### config.mk
export PLATFORM = sky130hd
export DESIGN_NAME = divider_n
export DESIGN_NICKNAME = d
export VERILOG_FILES = /design/src/rtl/divider_pkg.sv /design/src/rtl/neg_half_stretch.sv /design/src/rtl/divider_n.sv
export SDC_FILE = /design/constraint.sdc
export NUM_CORES = 1
export LEC_CHECK = 0
export CAP_MARGIN = 20
export CORE_UTILIZATION = 45
export CTS_CLUSTER_SIZE = 40
export DETAILED_ROUTE_END_ITERATION = 8
export GPL_ROUTABILITY_DRIVEN = 0
export GPL_TIMING_DRIVEN = 0
export PLACE_DENSITY = 0.8
export SYNTH_ARGS = -nofsm -noshare
export SYNTH_HDL_FRONTEND = slang
export SYNTH_HIERARCHICAL = 1
export SYNTH_SLANG_ARGS = --single-unit
### constraint.sdc
create_clock -name sys_clk -period 2.89 [get_ports sys_clk]
set_clock_uncertainty 0.1 [all_clocks]
set_input_delay 0.578 -clock sys_clk [delete_from_list [all_inputs] [get_ports sys_clk]]
set_output_delay 0.578 -clock sys_clk [all_outputs]
set_load 0.05 [all_outputs]
### src/rtl/divider_pkg.sv
// Shared constants, state type and helpers for the programmable clock divider.
package divider_pkg;

    localparam int unsigned CNT_W_DEF = 8;
    localparam int unsigned DIV_MIN   = 2;

    typedef enum logic {
        ST_STOP = 1'b0,
        ST_RUN  = 1'b1
    } run_state_t;

    // Length of the posedge-high part of a period (floor of n/2).
    function automatic int unsigned half_of(input int unsigned n);
        return n >> 1;
    endfunction

    // Odd divisors need the extra negedge half-cycle of high time.
    function automatic logic is_odd(input int unsigned n);
        return (n % 2) != 0;
    endfunction

endpackage

### src/rtl/neg_half_stretch.sv
// Negedge flop that extends the high phase by half a cycle for odd divisors.
module neg_half_stretch (
    input  logic clk,
    input  logic rst,
    input  logic odd_en,
    input  logic clk1,
    output logic clk2
);

    // Re-time clk1 onto the falling edge; held low for even divisors.
    always_ff @(negedge clk) begin
        if (rst) begin
            clk2 <= 1'b0;
        end else begin
            clk2 <= odd_en & clk1;
        end
    end

endmodule

### src/rtl/divider_n.sv
// Programmable 50% duty clock divider with boundary-aligned reload and stop.
module divider_n
    import divider_pkg::*;
#(
    parameter int unsigned CNT_W    = CNT_W_DEF,
    parameter int unsigned DIV_INIT = 5
) (
    input  logic             sys_clk,
    input  logic             sys_rst,
    input  logic             div_en,
    input  logic             div_load,
    input  logic [CNT_W-1:0] div_val,
    output logic             out_clk,
    output logic             tick,
    output logic [CNT_W-1:0] cur_div,
    output logic             running,
    output logic             cfg_err
);

    run_state_t       state, state_nxt;
    logic [CNT_W-1:0] phase, phase_nxt;
    logic [CNT_W-1:0] div_nxt;
    logic [CNT_W-1:0] pend, pend_nxt;
    logic             pend_vld, pend_vld_nxt;
    logic             clk1, clk1_nxt;
    logic             clk2;
    logic             tick_nxt;
    logic             err_nxt;
    logic             load_ok;
    logic [CNT_W-1:0] req_div;
    logic [CNT_W-1:0] half;
    logic             rst_q;

    assign half    = CNT_W'(half_of(32'(cur_div)));
    assign running = (state == ST_RUN);
    assign out_clk = clk1 | clk2;

    // Next-state: phase counting, boundary reload, start/stop and error pulse.
    always_comb begin
        state_nxt    = state;
        phase_nxt    = phase;
        div_nxt      = cur_div;
        pend_nxt     = pend;
        pend_vld_nxt = pend_vld;
        clk1_nxt     = 1'b0;
        tick_nxt     = 1'b0;
        load_ok      = div_load && (div_val >= CNT_W'(DIV_MIN));
        err_nxt      = div_load && !load_ok;
        req_div      = cur_div;

        if (load_ok) begin
            pend_nxt     = div_val;
            pend_vld_nxt = 1'b1;
        end

        // A load landing on a boundary edge is applied at that same edge.
        if (load_ok) begin
            req_div = div_val;
        end else if (pend_vld) begin
            req_div = pend;
        end

        case (state)
            ST_STOP: begin
                div_nxt      = req_div;
                pend_vld_nxt = 1'b0;
                phase_nxt    = '0;
                if (div_en) begin
                    state_nxt = ST_RUN;
                    tick_nxt  = 1'b1;
                    clk1_nxt  = 1'b1;   // half is at least 1 since N >= 2
                end
            end
            ST_RUN: begin
                if (phase == cur_div - CNT_W'(1)) begin
                    div_nxt      = req_div;
                    pend_vld_nxt = 1'b0;
                    phase_nxt    = '0;
                    if (div_en) begin
                        tick_nxt = 1'b1;
                        clk1_nxt = 1'b1;
                    end else begin
                        state_nxt = ST_STOP;
                    end
                end else begin
                    phase_nxt = phase + CNT_W'(1);
                    clk1_nxt  = (phase_nxt < half);
                end
            end
            default: begin
                state_nxt = ST_STOP;
            end
        endcase
    end

    // Posedge state register with synchronous reset.
    always_ff @(posedge sys_clk) begin
        if (sys_rst) begin
            state    <= ST_STOP;
            phase    <= '0;
            cur_div  <= CNT_W'(DIV_INIT);
            pend     <= '0;
            pend_vld <= 1'b0;
            clk1     <= 1'b0;
            tick     <= 1'b0;
            cfg_err  <= 1'b0;
        end else begin
            state    <= state_nxt;
            phase    <= phase_nxt;
            cur_div  <= div_nxt;
            pend     <= pend_nxt;
            pend_vld <= pend_vld_nxt;
            clk1     <= clk1_nxt;
            tick     <= tick_nxt;
            cfg_err  <= err_nxt;
        end
    end

    // Carry the posedge-sampled reset to the following negedge.
    always_ff @(posedge sys_clk) begin
        rst_q <= sys_rst;
    end

    neg_half_stretch u_neg_half_stretch (
        .clk    (sys_clk),
        .rst    (rst_q),
        .odd_en (is_odd(32'(cur_div))),
        .clk1   (clk1),
        .clk2   (clk2)
    );

endmodule

* Yosys cells after proc, flatten, opt, wreduce, memory -nomap -nowiden
Index checks and enable logic that the tools add are counted.
** Word-level totals
- Input port bits :: 12
- Register bits after elaboration :: 31
** Cells by class
- $add $sub $neg :: 2
- Multiplexer cells :: 16
- Eq/ne operators :: 3
- $lt $le $gt $ge :: 2
- Bitwise logic cells :: 3
- Reduce and logical (&&, ||, !) cells :: 3
** Operators with widths (number)
- two-way mux 8 bit :: 4
- case mux 8 bit (2 select lines) :: 2
- adder 8 x 1 -> 8 bit, second input constant :: 1
- equality test 8 bit :: 1
- >= comparator 8 x 2 -> 1 bit, second input constant :: 1
- < comparator 8 x 7 -> 1 bit :: 1
- case mux 1 bit (2 select lines) :: 4
- subtractor 8 x 1 -> 8 bit, second input constant :: 1
- two-way mux 1 bit :: 6
- inequality test 3 x 1 -> 1 bit, second input constant :: 1
- logical AND 1 bit :: 2
- inequality test 2 x 1 -> 1 bit, second input constant :: 1
- AND 1 bit :: 1
- zero test 1 bit :: 1
- NOT 1 bit :: 1
- OR 1 bit :: 1

* Logic depth before layout (Yosys ltp)
Gate-level depths: netlist of run 1.
- Depth in word-level cells :: 5
- Depth in mapped cells :: 8
- Mapped depth without buffers :: 8

* By module
Netlist of run 1, hierarchy kept.
** Modules (own cells, without submodules)
- divider_n :: times used 1, area each 1569.0 um2, cells an instance 171
- neg_half_stretch :: times used 1, area each 32.5 um2, cells an instance 3

==> results of run 1 <==
==> worst max path at each step <==
stage	from	end	slack (ns)	depth (start not counted)
after global routing	u_neg_half_stretch/clk2$_SDFF_NP0_	out_clk	-0.34	2
after CTS	u_neg_half_stretch/clk2$_SDFF_NP0_	out_clk	-0.31	2
after detailed placement	u_neg_half_stretch/clk2$_SDFF_NP0_	out_clk	-0.48	2
after floorplan	u_neg_half_stretch/clk2$_SDFF_NP0_	out_clk	0.08	1
after global placement	u_neg_half_stretch/clk2$_SDFF_NP0_	out_clk	-0.48	2
final	u_neg_half_stretch/clk2$_SDFF_NP0_	out_clk	-0.29	2
==> area by class of cell <==
class | instances | area (µm²)
timing repair buffer | 23 | 245
clock inverter | 2 | 8.76
fill | 316 | 1380
clock buffer | 7 | 76.3
sequential | 31 | 621
tap | 46 | 57.6
inverter | 12 | 45.0
multi-input combinational | 125 | 916
buffer | 5 | 18.8
==> cells by family (layout without fill, tap and decap cells) <==
kind of cell / after synthesis / in the layout / synth area share (%)
adders and majority gates: 8 / 8 / 6.25
muxes: 10 / 10 / 8.13
buffers and inverters: 18 / 49 / 4.22
xor gates and xnor gates: 16 / 16 / 8.75
and+or+nand+nor: 64 / 64 / 20.2
DFF: 31 / 31 / 38.8
AOI/OAI and AO/OA: 27 / 27 / 13.7
==> through the flow <==
stage               cell area [µm²]  hold slack [ns]  total power, mW  worst slack (ns)  instances
CTS                            1970            0.366             1.08            -0.315        250
global placement               1880            0.346            0.738            -0.476        242
global route                   1990            0.389             1.13            -0.342        251
finish                         1990            0.369             1.07            -0.295        251
detailed placement             1880            0.353            0.742            -0.485        242
floorplan                      1600            0.337            0.667            0.0837        174
==> registers in the layout, summed over array words and instances, names as in the netlist <==
signal,count
tick,1
u_neg_half_stretch/clk2,1
rst_q,1
clk1,1
running,1
pend,8
cur_div,8
pend_vld,1
cfg_err,1
phase,8
==> power groups by stage <==
stage	registers, mW	clock network (mW)	logic [mW]
floorplan	0.522	0.00433	0.141
global placement	0.487	0.00433	0.247
detailed placement	0.488	0.00433	0.250
CTS	0.478	0.342	0.257
global route	0.482	0.361	0.282
finish	0.478	0.330	0.262
==> synth_stat cells (all sizes together) <==
library cell   n  share of area [%]
a2111oi        2                1.1
a211oi         3                1.4
a21o           2               0.94
a21oi          9                2.8
a311o          1               0.63
a311oi         1               0.55
a31oi          1               0.78
a41oi          1               0.55
and2           1               0.39
and2b          1               0.47
and3           2               0.78
and3b          1               0.55
and4           1               0.55
clkbuf         5                1.2
dfxtp         31                 39
ha             8                6.3
inv           13                3.0
mux2           6                5.6
mux2i          4                2.5
nand2         19                4.9
nand2b         3                1.2
nand3          5                1.6
nand3b         1               0.47
nand4          1               0.39
nor2          19                4.5
nor2b          6                2.3
nor3           1               0.31
nor4           1               0.78
o2111ai        2                1.1
o21ai          1               0.31
o21bai         1               0.47
o31a           1               0.55
o31ai          1               0.78
o41ai          1                1.7
or2            1               0.39
or4            1               0.70
xnor2          9                4.9
xor2           7                3.8
==> layer usage <==
metal / vias up / track usage, % / wire length (µm)
li1: 661 / - / -
met1: 606 / 22.5 / 1480
met2: 30 / 30.1 / 1510
met3: 9 / 8.61 / 191
met4: 0 / 12.4 / 99
met5: - / 0 / 0
==> worst max-delay path: cells and delay by family, from the launching register on <==
kind | cells | cell delay, ns
DFF | 1 | 0.29
and+or+nand+nor | 1 | 0.22
buffers and inverters | 1 | 0.15
==> timing repair <==
| item | in CTS | in global routing |
|---|---|---|
| buffers inserted | 0 | 1 |
| resized for setup | 9 | 0 |
| endpoints found under the setup margin | 1 | 10 |
| pin swaps | 1 | 0 |
==> metrics.md, run 1 <==
| Metric | Value |
|---|---|
| Die area | 3800 µm² |
| Max-slew violation count | 0 |
| RSZ-0062 raised after global routing | yes |
| CP startpoint kind | flop |
| Crit path capture type | output port |
| Syn_area_per_cell | approximately 9.2 µm² |
| Outcome | finished, violations left |
| Util after Layout | 59.1% |
| Critical-path cell list | or2_4 > buf_8 |
| TritonCTS Buffers | 5 |
| Largest net degree at the start of global routing | 11 |
| I/O pin cnt | 24 |
| Pleak | 0.839 nW |
| Max VDD drop | 0.000367 V |
| Avg WL per Cell | around 13 µm |
| Tightest Pin Transition | 0.642 ns |
| Clk root buf | clkbuf_4 |
| Clock Path Buffers | 2 |
| Skew-Pair Late Insertion Delay | around 0.35 ns |
| Std cell rows | 21 |
| Total GRT Usage | 19.7% |
| Die Width | ~62 µm |
| Layout cells sized above 1 | 11.2% |
| Largest incremental delay on the critical path | 0.29 ns |
| Reg-to-Reg Start | cur_div[0]$_SDFFE_PP1P_ |
| Die Y | 61.7 µm |
| Final WL | about 3300 µm |
| Via/cell ratio | around 5.2 |
| Net Sw Frac | 30.9% |
| Relative slew slack | 57.0% |
| Critical path type | flop to output port |
| Initial Util | 47.6% |
| Most frequent cells in the layout | dfxtp_1 (31), clkdlybuf4s50_1 (21), nor2_1 (19), nand2_1 (18), inv_1 (13) |
| Clk pwr share | a little under a third |
| Synthesized net count | 194 |
| Synth Warn # | 6 |
| Layout Area Growth over Synthesis | 24.1% |
| Total gr overflow | 0 |
| Arrival time worst endpoint | between 2 and 3 ns |
| Nets | 224 |
| Vias in the first global route | 1183 |
| Seq/Total Area, Yosys | 38.7% |
| Netlist cell types | 39 |
| Hold EP | pend[2]$_SDFFE_PP0P_ |
| Total number of vias | 1306 |
| Port Buf Inserts | 22 |
| Beginning of the worst hold path | pend[2]$_SDFFE_PP0P_ |
| Cells after synthesis | 174 |
| Cell Area, Synth | 1600 µm² |
| CTS tree | done |
| Cell Int Power | ~0.74 mW |
| Most common cell after layout, fill and taps aside | dfxtp_1 |
| Slowest stage cell, crit path | dfxtp_1 |
| HPWL Detailed | between 2000 and 2500 µm |
| Initial antenna violation count | 0 |
| Switching power of the nets | about 0.33 mW |
| Setup TNS | -0.295 ns |
| CTS clk-pin slew, worst paths | 0.09 ns |
| Synthesized flop and latch total | 31 |
| Final Hold Viols | 0 |
| Worst Path Max Fanout | 1 |
| Hold path cells | 2 |
| Worst r2r path cells | 9 |
| Failing checks | negative setup slack |
| Max-cap violations | 0 |
| Register share of total power | 44.7% |
| First DRT Iteration DRCs | 77 |
| Logic pwr share | 24.5% |
| RR Endpoint | phase[7]$_SDFF_PP0_ |
| Hold Path Class | flop to flop |
| Final worst slack | -0.295 ns |
| Clock sinks | 31 |
| Worst Path Required | 2.21 ns |
| First-pass iteration count of the detailed router | 4 |
| DRC Markers | 0 |
| Antenna cells | 0 |
| Final setup violation count | 1 |
| Post-CTS Hold Buffers | 0 |
| ANT nets after route | 0 |
| FF-to-FF setup slack | 0.15 ns |
| P per Cell Area | 538 nW/µm² |
| CTS H-tree lvls | 2 |
| Core ar. | 3360 µm² |
| Global-route wire length before repair | 5090 µm |
No activity file was read; power rests on OpenSTA's default activity.
==> run 2: changes to the inputs <==
CORE_MARGIN = 4   (was unset)
CTS_BUF_LIST = sky130_fd_sc_hd__clkbuf_8 sky130_fd_sc_hd__clkbuf_16   (was unset)
GPL_ROUTABILITY_DRIVEN = unset   (was 0)
==> metrics.md, run 2 (synthesis results as in run 1) <==
| Metric | Value |
|---|---|
| Setup TNS | -0.234 ns |
| Initial Util | 47.2% |
| Cell Area, Placed | 1880 µm² |
| Max-cap violations | 0 |
| Antenna cells | 0 |
| Logic pwr share | a little under a quarter |
| Initial antenna violation count | 0 |
| Final worst slack | -0.234 ns |
| Clk pwr share | 35.8% |
| FF-to-FF setup slack | between 0.2 and 0.25 ns |
| TritonCTS Buffers | 5 |
| RSZ-0062 raised after global routing | yes |
| Clk root buf | clkbuf_8 |
| ANT nets after route | 0 |
| Outcome | finished, violations left |
| Net Sw Frac | 30.1% |
| P per Cell Area | 572 nW/µm² |
| Worst Path Required | 2.21 ns |
| Core ar. | 3390 µm² |
| Util after Layout | 60.4% |
| HPWL Detailed | 2600 µm |
| Layout Area Growth over Synthesis | 27.9% |
| Die Width | slightly below 70 µm |
| Slowest stage cell, crit path | dfxtp_1 |
| Max VDD drop | 0.000313 V |
| Die Y | 67.7 µm |
| Critical-path cell list | or2_4 > buf_8 |
| Hold Path Class | flop to flop |
| Avg WL per Cell | 14.1 µm |
| Std cell rows | 21 |
| Vias in the first global route | around 1200 |
| CTS tree | done |
| Register share of total power | 40.9% |
| Largest incremental delay on the critical path | slightly below 0.3 ns |
| Critical Path Source | u_neg_half_stretch/clk2$_SDFF_NP0_ |
| Via/cell ratio | 5.06 |
| Worst r2r path cells | 8 |
| DRC Markers | 0 |
| First DRT Iteration DRCs | 54 |
| Max-slew violation count | 0 |
| First-pass iteration count of the detailed router | 4 |
| Clock sinks | 31 |
| RR Endpoint | cur_div[5]$_SDFFE_PP0P_ |
| Total GRT Usage | 17.3% |
| CP startpoint kind | flop |
| Final setup violation count | 1 |
| Switching power of the nets | 0.352 mW |
| Skew-Pair Late Insertion Delay | 0.29 ns |
| Worst setup endpoint | out_clk |
| Total gr overflow | 0 |
| Final WL | 3570 µm |
| Cell Int Power | 0.819 mW |
| RePlAce Congestion | 0.796 |
| Failing checks | negative setup slack |
| Nets | 227 |
| Global-route wire length before repair | 5710 µm |
| I/O pin cnt | 24 |
| Largest net degree at the start of global routing | 11 |
| Cell area after layout | 2050 µm² |
| Pleak | roughly 0.87 nW |
| Layout cells sized above 1 | 13.0% |
| Port Buf Inserts | 22 |
| Worst slack, placed | -0.491 ns |
| Regs by FF count | cur_div x8, pend x8, phase x8 |
| Most common cell after layout, fill and taps aside | dfxtp_1 |
| Most frequent cells in the layout | dfxtp_1 (31), clkdlybuf4s50_1 (21), nor2_1 (19), nand2_1 (18), inv_1 (13) |
| Relative slew slack | 66.3% |
| Reg-to-Reg Start | cur_div[0]$_SDFFE_PP1P_ |
| Tightest Pin Transition | 0.505 ns |
| Total power | 1.17 mW |
| Arrival time worst endpoint | 2.45 ns |
| CTS clk-pin slew, worst paths | around 0.070 ns |
| Final Hold Viols | 0 |
| Crit path capture type | output port |
| Total number of vias | between 1000 and 1500 |
| Critical path type | flop to output port |
| Clock Path Buffers | 2 |
| Worst Path Max Fanout | 1 |
| Die area | about 4600 µm² |
| CTS H-tree lvls | 2 |
run 2: changes by cell type in the layout (fill, tap and decap cells not counted), sizes merged:
cell / delta
buf: +3
run 2: metrics by stage:
step	hold slack [ns]	instances
floorplan	0.337	174
global placement	0.351	242
detailed placement	0.356	242
CTS	0.366	250
global route	0.396	254
finish	0.371	254
run 2: final cells by class:
class / count / area, µm²
tap: 46 / 57.6
clock inverter: 2 / 8.76
timing repair buffer: 26 / 268
multi-input combinational: 125 / 922
clock buffer: 7 / 108
sequential: 31 / 621
fill: 281 / 1340
buffer: 5 / 18.8
inverter: 12 / 45.0
run 2: critical path, delay by kind of cell, from the launching register on:
kind	cells	cell delay, ns
buffers and inverters	1	0.15
flip-flops	1	0.29
AND/OR/NAND/NOR	1	0.22
run 2: routing by layer:
layer | vias up | part of all wire (%) | wire (µm) | global-route usage, %
met1 | 593 | 47 | 1670 | 21.2
met4 | 0 | 1.8 | 65 | 7.09
li1 | 660 | - | - | -
met5 | - | 0 | 0 | 0
met2 | 27 | 47 | 1670 | 26.5
met3 | 6 | 4.7 | 167 | 7.15
run 2: power by group through the flow:
stage / Clock (mW) / Combinational, mW / Sequential, mW
2_1_floorplan: 0.00433 / 0.141 / 0.522
3_3_place_gp: 0.00433 / 0.248 / 0.487
3_5_place_dp: 0.00433 / 0.254 / 0.488
4_1_cts: 0.427 / 0.261 / 0.479
5_1_grt: 0.449 / 0.294 / 0.482
6_report: 0.419 / 0.273 / 0.479
run 2: timing repair:
action / 4_1_cts / 5_1_grt
resized for setup: 9 / 2
hold buffers: 0 / 0
setup endpoints to repair: 1 / 19
pin swaps: 1 / 1
setup buffers: 0 / 4
run 2: how the worst min path moves through the flow:
stage / slack (ns) / to / cells past startpoint / from
4_1_cts: 0.37 / pend[4]$_SDFFE_PP0P_ / 2 / pend[4]$_SDFFE_PP0P_
5_1_grt: 0.40 / pend[2]$_SDFFE_PP0P_ / 2 / pend[2]$_SDFFE_PP0P_
6_report: 0.37 / pend[4]$_SDFFE_PP0P_ / 2 / pend[4]$_SDFFE_PP0P_
2_1_floorplan: 0.34 / pend[2]$_SDFFE_PP0P_ / 2 / pend[2]$_SDFFE_PP0P_
3_5_place_dp: 0.36 / pend[4]$_SDFFE_PP0P_ / 2 / pend[4]$_SDFFE_PP0P_
3_3_place_gp: 0.35 / pend[4]$_SDFFE_PP0P_ / 2 / pend[4]$_SDFFE_PP0P_
==> run 3: changes to the inputs <==
SKIP_LAST_GASP = 1   (was unset)
==> results of run 3 <==
No change in the layout: final DEF, timing and power equal those of run 2.
